[src/rtl/parc_core_rob_fill_arbiter_pkg.sv]
`default_nettype none
// ============================================================================
//  Module  : parc_core_rob_fill_arbiter_pkg
//  Purpose : Shared widths and the packed completion record used by the
//            execute units and the ROB fill / regfile writeback arbiter.
//  Ports   : none (package)
//  Revision: 1.0  initial release
// ============================================================================
package parc_core_rob_fill_arbiter_pkg;

    localparam int C_NUM_REQ = 3;   // ALU, MUL/DIV, MEM
    localparam int C_SLOT_W  = 4;   // ROB slot index width
    localparam int C_PREG_W  = 5;   // physical register address width
    localparam int C_DATA_W  = 32;  // writeback data width

    // One completion as produced by an execute unit.
    typedef struct packed {
        logic                wen;   // 0 for stores / branches
        logic [C_SLOT_W-1:0] slot;
        logic [C_PREG_W-1:0] preg;
        logic [C_DATA_W-1:0] data;
    } rob_cmpl_t;

endpackage : parc_core_rob_fill_arbiter_pkg
`default_nettype wire

[src/rtl/parc_core_rr_arbiter.sv]
`default_nettype none
// ============================================================================
//  Module  : parc_core_rr_arbiter
//  Purpose : NUM_REQ-wide request vector to one-hot grant. Round-robin by
//            default: the search starts at an internal pointer that moves to
//            one past the last winner. With PARC_ROB_FILL_ARB_FIXED_PRIO_EN
//            defined the pointer is removed and the lowest index always wins.
//  Ports   : clk, rst_n (async, active-low)
//            req_i      request vector
//            gnt_o      one-hot grant (zero when no request)
//            gnt_any_o  any grant this cycle
//            gnt_idx_o  binary index of the granted requester
//  Macro   : PARC_ROB_FILL_ARB_FIXED_PRIO_EN
//  Revision: 1.0  initial release
// ============================================================================
module parc_core_rr_arbiter
    import parc_core_rob_fill_arbiter_pkg::*;
#(
    parameter int NUM_REQ = C_NUM_REQ
) (
    input  logic                       clk,
    input  logic                       rst_n,
    input  logic [NUM_REQ-1:0]         req_i,
    output logic [NUM_REQ-1:0]         gnt_o,
    output logic                       gnt_any_o,
    output logic [$clog2(NUM_REQ)-1:0] gnt_idx_o
);

    localparam int             IDX_W = $clog2(NUM_REQ);
    localparam logic [IDX_W:0] C_NUM = (IDX_W+1)'(NUM_REQ);
    localparam logic [IDX_W-1:0] C_LAST = IDX_W'(NUM_REQ - 1);

    logic [IDX_W-1:0] w_start;   // index the priority search begins at
    logic [IDX_W:0]   w_sum;     // one extra bit so the wrap is a single subtract
    logic             w_any;
    logic [IDX_W-1:0] w_idx;

`ifdef PARC_ROB_FILL_ARB_FIXED_PRIO_EN
    // No state in this mode; clock and reset are kept for a uniform interface.
    logic w_unused_ok;
    assign w_unused_ok = &{1'b0, clk, rst_n};
    assign w_start     = '0;
`else
    logic [IDX_W-1:0] ptr_q, ptr_d;

    always_comb begin
        ptr_d = ptr_q;
        if (w_any) begin
            ptr_d = (w_idx == C_LAST) ? '0 : w_idx + IDX_W'(1);
        end
    end

    always_ff @(posedge clk or negedge rst_n) begin
        if (!rst_n) begin
            ptr_q <= '0;
        end else begin
            ptr_q <= ptr_d;
        end
    end

    assign w_start = ptr_q;
`endif

    // First requester at or after w_start, wrapping modulo NUM_REQ.
    always_comb begin
        w_sum = '0;
        w_any = 1'b0;
        w_idx = '0;
        for (int k = 0; k < NUM_REQ; k++) begin
            w_sum = {1'b0, w_start} + (IDX_W+1)'(k);
            if (w_sum >= C_NUM) begin
                w_sum = w_sum - C_NUM;
            end
            if (!w_any && req_i[w_sum[IDX_W-1:0]]) begin
                w_any = 1'b1;
                w_idx = w_sum[IDX_W-1:0];
            end
        end
    end

    always_comb begin
        gnt_o = '0;
        if (w_any) begin
            gnt_o[w_idx] = 1'b1;
        end
    end

    assign gnt_any_o = w_any;
    assign gnt_idx_o = w_idx;

endmodule : parc_core_rr_arbiter
`default_nettype wire

[src/rtl/parc_core_rob_fill_arbiter.sv]
`default_nettype none
// ============================================================================
//  Module  : parc_core_rob_fill_arbiter
//  Purpose : Shares the ROB fill port and the regfile write port among
//            NUM_REQ completion streams. Each requester has a one-entry
//            holding buffer; one buffered completion is granted per cycle
//            and driven through a registered fill/writeback output.
//  Ports   : clk, reset (async, active-low)
//            req_val/req_rdy        per-requester handshake
//            req_wen/slot/preg/data per-requester completion, packed i*W +: W
//            rob_fill_val/slot      ROB fill strobe and slot
//            rf_wen/waddr/wdata     register-file write port
//  Macro   : PARC_ROB_FILL_ARB_FIXED_PRIO_EN selects fixed priority
//            (lowest index wins) instead of round-robin.
//  Revision: 1.0  initial release
// ============================================================================
module parc_core_rob_fill_arbiter
    import parc_core_rob_fill_arbiter_pkg::*;
#(
    parameter int NUM_REQ = C_NUM_REQ,
    parameter int SLOT_W  = C_SLOT_W,
    parameter int PREG_W  = C_PREG_W,
    parameter int DATA_W  = C_DATA_W
) (
    input  logic                      clk,
    input  logic                      reset,
    input  logic [NUM_REQ-1:0]        req_val,
    output logic [NUM_REQ-1:0]        req_rdy,
    input  logic [NUM_REQ-1:0]        req_wen,
    input  logic [NUM_REQ*SLOT_W-1:0] req_slot,
    input  logic [NUM_REQ*PREG_W-1:0] req_preg,
    input  logic [NUM_REQ*DATA_W-1:0] req_data,
    output logic                      rob_fill_val,
    output logic [SLOT_W-1:0]         rob_fill_slot,
    output logic                      rf_wen,
    output logic [PREG_W-1:0]         rf_waddr,
    output logic [DATA_W-1:0]         rf_wdata
);

    localparam int IDX_W = $clog2(NUM_REQ);

    // Holding buffers
    logic [NUM_REQ-1:0] buf_val_q, buf_val_d;
    logic [NUM_REQ-1:0] buf_wen_q, buf_wen_d;
    logic [SLOT_W-1:0]  buf_slot_q [NUM_REQ];
    logic [SLOT_W-1:0]  buf_slot_d [NUM_REQ];
    logic [PREG_W-1:0]  buf_preg_q [NUM_REQ];
    logic [PREG_W-1:0]  buf_preg_d [NUM_REQ];
    logic [DATA_W-1:0]  buf_data_q [NUM_REQ];
    logic [DATA_W-1:0]  buf_data_d [NUM_REQ];

    // Output register
    logic               fill_val_q, fill_val_d;
    logic [SLOT_W-1:0]  fill_slot_q, fill_slot_d;
    logic               rf_wen_q, rf_wen_d;
    logic [PREG_W-1:0]  rf_waddr_q, rf_waddr_d;
    logic [DATA_W-1:0]  rf_wdata_q, rf_wdata_d;

    logic [NUM_REQ-1:0] w_gnt;
    logic               w_gnt_any;
    logic [IDX_W-1:0]   w_gnt_idx;
    logic [NUM_REQ-1:0] w_load;

    parc_core_rr_arbiter #(
        .NUM_REQ (NUM_REQ)
    ) u_arb (
        .clk       (clk),
        .rst_n     (reset),
        .req_i     (buf_val_q),
        .gnt_o     (w_gnt),
        .gnt_any_o (w_gnt_any),
        .gnt_idx_o (w_gnt_idx)
    );

    // Grant comes from buffer state only, so ready never depends on req_val.
    // A buffer being drained this cycle can take a new entry at the same edge,
    // which lets a lone stream sustain one completion per cycle.
    assign req_rdy = ~buf_val_q | w_gnt;
    assign w_load  = req_val & req_rdy;

    always_comb begin
        for (int i = 0; i < NUM_REQ; i++) begin
            buf_val_d[i]  = buf_val_q[i];
            buf_wen_d[i]  = buf_wen_q[i];
            buf_slot_d[i] = buf_slot_q[i];
            buf_preg_d[i] = buf_preg_q[i];
            buf_data_d[i] = buf_data_q[i];
            // A load takes precedence over the drain: granted-and-refilled
            // leaves the buffer valid with the new entry.
            if (w_load[i]) begin
                buf_val_d[i]  = 1'b1;
                buf_wen_d[i]  = req_wen[i];
                buf_slot_d[i] = req_slot[i*SLOT_W +: SLOT_W];
                buf_preg_d[i] = req_preg[i*PREG_W +: PREG_W];
                buf_data_d[i] = req_data[i*DATA_W +: DATA_W];
            end else if (w_gnt[i]) begin
                buf_val_d[i]  = 1'b0;
            end
        end
    end

    always_ff @(posedge clk or negedge reset) begin
        if (!reset) begin
            buf_val_q <= '0;
            buf_wen_q <= '0;
            for (int i = 0; i < NUM_REQ; i++) begin
                buf_slot_q[i] <= '0;
                buf_preg_q[i] <= '0;
                buf_data_q[i] <= '0;
            end
        end else begin
            buf_val_q <= buf_val_d;
            buf_wen_q <= buf_wen_d;
            for (int i = 0; i < NUM_REQ; i++) begin
                buf_slot_q[i] <= buf_slot_d[i];
                buf_preg_q[i] <= buf_preg_d[i];
                buf_data_q[i] <= buf_data_d[i];
            end
        end
    end

    // Strobes pulse for exactly one cycle per grant; address/data fields hold
    // their last granted values between grants.
    always_comb begin
        fill_val_d  = w_gnt_any;
        rf_wen_d    = w_gnt_any & buf_wen_q[w_gnt_idx];
        fill_slot_d = fill_slot_q;
        rf_waddr_d  = rf_waddr_q;
        rf_wdata_d  = rf_wdata_q;
        if (w_gnt_any) begin
            fill_slot_d = buf_slot_q[w_gnt_idx];
            rf_waddr_d  = buf_preg_q[w_gnt_idx];
            rf_wdata_d  = buf_data_q[w_gnt_idx];
        end
    end

    always_ff @(posedge clk or negedge reset) begin
        if (!reset) begin
            fill_val_q  <= 1'b0;
            fill_slot_q <= '0;
            rf_wen_q    <= 1'b0;
            rf_waddr_q  <= '0;
            rf_wdata_q  <= '0;
        end else begin
            fill_val_q  <= fill_val_d;
            fill_slot_q <= fill_slot_d;
            rf_wen_q    <= rf_wen_d;
            rf_waddr_q  <= rf_waddr_d;
            rf_wdata_q  <= rf_wdata_d;
        end
    end

    assign rob_fill_val  = fill_val_q;
    assign rob_fill_slot = fill_slot_q;
    assign rf_wen        = rf_wen_q;
    assign rf_waddr      = rf_waddr_q;
    assign rf_wdata      = rf_wdata_q;

endmodule : parc_core_rob_fill_arbiter
`default_nettype wire

[config.mk]
export PLATFORM = sky130hd
export DESIGN_NAME = parc_core_rob_fill_arbiter
export DESIGN_NICKNAME = d
export VERILOG_FILES = /design/src/rtl/parc_core_rob_fill_arbiter_pkg.sv /design/src/rtl/parc_core_rr_arbiter.sv /design/src/rtl/parc_core_rob_fill_arbiter.sv
export SDC_FILE = /design/constraint.sdc
export NUM_CORES = 1
export LEC_CHECK = 0
export BUFFER_PORTS_ARGS = -buffer_cell sky130_fd_sc_hd__buf_4
export CAP_MARGIN = 20
export CORE_MARGIN = 1
export CORE_UTILIZATION = 40
export CTS_CLUSTER_DIAMETER = 30
export CTS_CLUSTER_SIZE = 25
export DETAILED_ROUTE_END_ITERATION = 16
export SETUP_SLACK_MARGIN = 0.5
export SLEW_MARGIN = 20
export SYNTH_ARGS = -nofsm -noshare
export SYNTH_HDL_FRONTEND = slang
export SYNTH_SLANG_ARGS = --single-unit
export TNS_END_PERCENT = 20
[constraint.sdc]
create_clock -name clk -period 5.3 [get_ports clk]
set_input_delay 0.265 -clock clk [delete_from_list [all_inputs] [get_ports clk]]
set_output_delay 0.265 -clock clk [all_outputs]
set_load 0.05 [all_outputs]
# --- Yosys cells after proc, flatten, opt, wreduce, memory -nomap -nowiden ---
# Cells that the tools add are included.
totals:
  output_inout_bits: 46
  wordCells: 86
  ff_bits: 174
classes:
  bitwise_logic: 5
  reduce_logical: 8
  n_lt_le_gt_ge: 9
  eq_ne: 1
  n_addsub: 6
  n_mux: 36
ops:
  columns: ["cell", "count"]
  rows:
  - ["binary-select mux 32 bit (select 2 bit)", 1]
  - ["two-way mux 32 bit", 2]
  - ["two-way mux 1 bit", 14]
  - ["two-way mux 2 bit", 7]
  - ["less-than comparator 2 x 3 -> 1 bit, second input constant", 4]
  - ["binary-select mux 5 bit (select 2 bit)", 1]
  - ["two-way mux 5 bit", 2]
  - ["binary-select mux 1 bit (select 2 bit)", 4]
  - ["binary-select mux 4 bit (select 2 bit)", 1]
  - ["two-way mux 4 bit", 2]
  - [">= comparator 3 x 2 -> 1 bit, second input constant", 2]
  - ["nonzero test 2 bit", 3]
  - ["subtractor 2 bit, second input constant", 3]
  - ["adder 2 x 1 -> 3 bit, second input constant", 1]
  - ["adder 2 x 2 -> 3 bit, second input constant", 1]
  - ["AND 3 bit", 1]
  - [">= comparator 3 bit, second input constant", 1]
  - ["logical AND 1 bit", 3]
  - ["two-way mux 3 bit", 1]
  - ["inverter 2 -> 3 bit", 1]
  - ["inverter 3 bit", 1]
  - ["OR 3 bit", 1]
  - ["adder 2 x 1 -> 2 bit, second input constant", 1]
  - ["demux 1 bit (select 2 bit)", 1]
  - ["other kinds (5)", 6]

# --- Longest topological paths before layout ---
logic_depth:
  word_depth: 19
  mapped_depth: 11
  mapped_depth_nobuf: 9

# --- By module ---
# Synthesis repeated with hierarchy kept, for this count alone.
hier_totals:
  cells_unflattened: 555
  area_unflattened_um2: 7662.3
by_module_without_submodules:
  columns: ["module", "cells_each", "area_per_inst_um2", "n_inst"]
  rows:
  - ["parc_core_rob_fill_arbiter", 513, 7290.7, 1]
  - ["parc_core_rr_arbiter", 42, 371.6, 1]

# --- Worst setup path after synthesis ---
# No wires, ideal clock.
synth_timing:
  path_kind: "register to register"
  start: "register u_arb.ptr_q[0]"
  end: "register buf_data_q[34] (netlist bit)"
  slack_ns: 2.580
  arrival_ns: 2.595
  path_stages_with_launch: 10
  synth_period_minus_slack_ns: 2.720
  cell_sequence: "dfrtp_1 inv_1 ha_1 and2b_4 a41o_1 o211ai_1 nand2_1 nand2_1 buf_2 mux2_2"
synth_via:
  elab_chain_cells: 18
  elab_cells_between_ends: 35
  classes_between: "add/sub: 5; order compare: 5; mux: 18; bitwise: 2; reduce/logical: 5"
synth_rtl:
  columns: ["element", "line", "rtl"]
  rows:
  - ["from (decl)", "parc_core_rr_arbiter.sv:44", "logic [IDX_W-1:0] ptr_q, ptr_d;"]
  - ["from (signal assigned)", "parc_core_rr_arbiter.sv:57", "ptr_q <= ptr_d;"]
  - ["branches (longest 15 deep; another with adder 2 x 1 -> 3 bit)", null, null]
  - ["two-way mux 3 bit *", "parc_core_rr_arbiter.sv:83", "if (w_any) begin"]
  - ["OR 3 bit *", "parc_core_rob_fill_arbiter.sv:78", "assign req_rdy = ~buf_val_q | w_gnt;"]
  - ["via req_rdy[1]", "parc_core_rob_fill_arbiter.sv:28", "output logic [NUM_REQ-1:0] req_rdy,"]
  - ["AND 3 bit *", "parc_core_rob_fill_arbiter.sv:79", "assign w_load = req_val & req_rdy;"]
  - ["to (signal, indexed assignment)", "parc_core_rob_fill_arbiter.sv:117", "buf_data_q[i] <= buf_data_d[i];"]
  - ["to (decl)", "parc_core_rob_fill_arbiter.sv:49", "logic [DATA_W-1:0] buf_data_q [NUM_REQ];"]
# Mark *: on every way through the listed nets, which the timed path passes. The select of a mux whose other input is x is not followed.
# A chain may end at the register's enable or synchronous reset.

# --- Worst setup path after layout ---
layout_timing:
  start: "register u_arb.ptr_q[0]"
  end: "output req_rdy[0]"
layout_via:
  elab_chain_cells: 17
  elab_cells_between_ends: 34
  classes_between: "add/sub: 5; order compare: 5; mux: 18; bitwise: 1; reduce/logical: 5"
layout_rtl:
  columns: ["element", "line"]
  rows:
  - ["branches (longest 15 deep; another with adder 2 x 1 -> 3 bit)", null]
  - ["two-way mux 3 bit *", "parc_core_rr_arbiter.sv:83"]
  - ["OR 3 bit *", "parc_core_rob_fill_arbiter.sv:78"]
  - ["to (decl)", "parc_core_rob_fill_arbiter.sv:28"]
# Mark *: on every way between the ends. The select of a mux whose other input is x is not followed.

==> qor.csv <==
metric,value,unit
status,"finished, final reports clean",
Critical Path RT,5040,ps
Post-CTS Setup Inserts,0,
hold depth,2,
final wirelength,21.2,mm
Hold Path End,buf_data_q[52],
footprint of the multi-input gates,0.00295,mm^2
clk_skew,6.60,ps
ys async rst share,100,%
first-pass GRT wire length,33.3,mm
FP Rows,50,
top cell type's share of synthesized area,56.5,%
Port Buf Inserts,176,
"area leader, netlist",dfrtp_1,
fmax,226,MHz
top post-synthesis cells by area,"dfrtp_1 57%, mux2_2 12%, o211ai_1 5.4%",
# DRC,0,
Starting DRT DRC Count,516,
Final min period,4420,ps
Hold Worst Slack,61.5,ps
"most used cell, CP",inv_1,
H-tree depth,4,
gr usage total,22.0,%
RSZ-0062 raised after global routing,no,
Final Non-Filler Cells,1043,
clk sinks,174,
post-route ant nets,0,
Longest Clk Path Bufs,2,
Worst-path clk slew,70,ps
worst rel slew slack,26.8,%
pin count of the biggest net entering global routing,109,
gpl congestion,0.899,
RR Startpoint,u_arb.ptr_q[0],
Root Buffer,clkbuf_16,
Synth Warn #,0,
Fin Setup TNS,0,ps
core area,0.0188,mm^2
CTS tree,built,
class of the most critical setup path,flip-flop to primary output,
most instantiated library cell after synthesis,dfrtp_1,
final setup vio count,0,
final worst slack,885,ps
DIE AREA,0.0198,mm^2
#FFs+latches synth,174,
library cells used by synthesis,41,
effective utilization at floorplan,41.1,%
post_cts resized,0,
area grow syn2layout,27.1,%
post-synthesis cell count,646,
Final Max Slew Viols,0,
Antenna Cells,0,
crit share post-route,83.3,%
Critical-path top delay cell,or4_2,
via count,5856,
r2r setup slk,1180,ps
filler cell count,1668,
Post-Syn Area,0.00770,mm^2
"Seq/Total Area, Yosys",56.5,%
pre-CTS setup slack,1270,ps
Hold Crit Start,req_data[52],
MaxCap Viol Count,0,
die width,141,um
critical path endpoint category,primary output,
DP Cell Count,1010,
IO Pins,177,
GR Overflow Total,0,
TritonRoute pass-1 iters,7,
CTS buffer count,17,
post-synth net total,781,
max incr delay on CP,1180,ps
vias in the first global route,6094,
Least-Margin Pin Slew,1100,ps
final net count,932,
post-DP HPWL,13.3,mm
critical path launch point type,flip-flop,
mean post-synth cell area,11.9,um^2
Die Ht,141,um
reg-to-reg endpoint,buf_data_q[75],
Hold WC Path Type,input port to flip-flop,
CP Cell Sequence,inv_1 > ha_1 > nor2b_1 > o21ai_0 > a22oi_1 > or4_2 > a21oi_4 > inv_1 > buf_4,
Arrival @ worst endpoint,4150,ps
fraction of layout cells with a size suffix above 1,39.6,%
insertion delay to the later sink of the worst-skew pair,430,ps
FF+latch area,0.00435,mm^2
initial antenna violation count,0,
vias per cell,5.61,
WL/cell,20.3,um
ys flop type,dfrtp_1,
reg2reg path depth,9,
"Max FO, Critical Path",45,
Post-synth EDFFs,0,
commonest cells in the netlist,"174 x dfrtp_1, 84 x mux2_2, 61 x nand2_1, 55 x o211ai_1, 51 x inv_1",
"Hold Vio Cnt, Final",0,
cells by family after synthesis:
kind of cell / count (synthesis) / synth area share (%)
flops: 174 / 56.5
mux: 97 / 14.0
simple gates: 122 / 7.44
fa+ha+maj: 4 / 0.650
compound gates: 144 / 15.7
buf+inv: 105 / 5.75
layer usage:
layer  global-route usage [%]  routed length, um
met3                     5.54               1480
met4                     6.35                320
met2                     35.6              10300
met1                     29.2               9150
met5                        0                  0
cells in the final DEF (no fill, tap or decap), drive strengths merged, types with 2 or more instances in the layout:
cell type | Yosys | layout
nand2b | 4 | 4
nand3 | 34 | 34
a21oi | 3 | 3
or2 | 2 | 2
bufinv | 0 | 2
ha | 4 | 4
o211ai | 55 | 55
o32ai | 2 | 2
o21ai | 5 | 5
dfrtp | 174 | 174
clkinv | 1 | 3
a222oi | 30 | 30
nor2b | 2 | 2
nor2 | 2 | 2
nand2 | 61 | 61
buf | 22 | 184
mux2i | 12 | 12
and2 | 12 | 12
clkbuf | 31 | 23
inv | 51 | 53
o31ai | 42 | 42
mux2 | 85 | 85
clkinvlp | 0 | 2
flip-flops by register name (all words and copies together), names as in the netlist:
| register | flops |
|---|---|
| buf_data_q | 96 |
| rf_wdata | 32 |
| buf_preg_q | 15 |
| buf_slot_q | 12 |
| rf_waddr | 5 |
| rob_fill_slot | 4 |
| buf_val_q | 3 |
| buf_wen_q | 3 |
| u_arb.ptr_q | 2 |
| rf_wen | 1 |
| rob_fill_val | 1 |
critical path: cells and delay by family, from the launching register on:
family	cells	cell delay, ps
flops	1	390
buf+inv	3	430
simple gates	2	1380
compound gates	3	1140
fa+ha+maj	1	360
how the worst max path moves through the flow:
stage,start,end,slack (ps)
CTS,u_arb.ptr_q[0],req_rdy[0],940
global route,u_arb.ptr_q[0],req_rdy[0],690
finish,u_arb.ptr_q[0],req_rdy[0],880
global placement,u_arb.ptr_q[0],buf_data_q[74],1550
detailed placement,u_arb.ptr_q[0],buf_data_q[86],1270
floorplan,u_arb.ptr_q[0],buf_data_q[34],2580
final cells by class:
cell class                      instances  area share [%]
Tap cell                              234            2.99
Sequential cell                       174            44.5
Multi-Input combinational cell        367            30.1
Inverter                               52            1.99
Timing Repair Buffer                  185            14.5
Clock inverter                          8            1.09
Clock buffer                           23            4.88
stage by stage:
step	area [um^2]	utilization, %
finish	9790	52.2
floorplan	7700	-
CTS	9750	52.0
global placement	9160	48.8
global route	9790	52.2
detailed placement	9170	48.8
what timing repair did:
| item | CTS | global route |
|---|---|---|
| endpoints found under the hold margin | 0 | 27 |
| endpoints found under the setup margin | 0 | 0 |
| hold buffers | 0 | 1 |
Power is not shown: default switching activity piles up to over one toggle a cycle in this logic, so the estimate is an artifact.
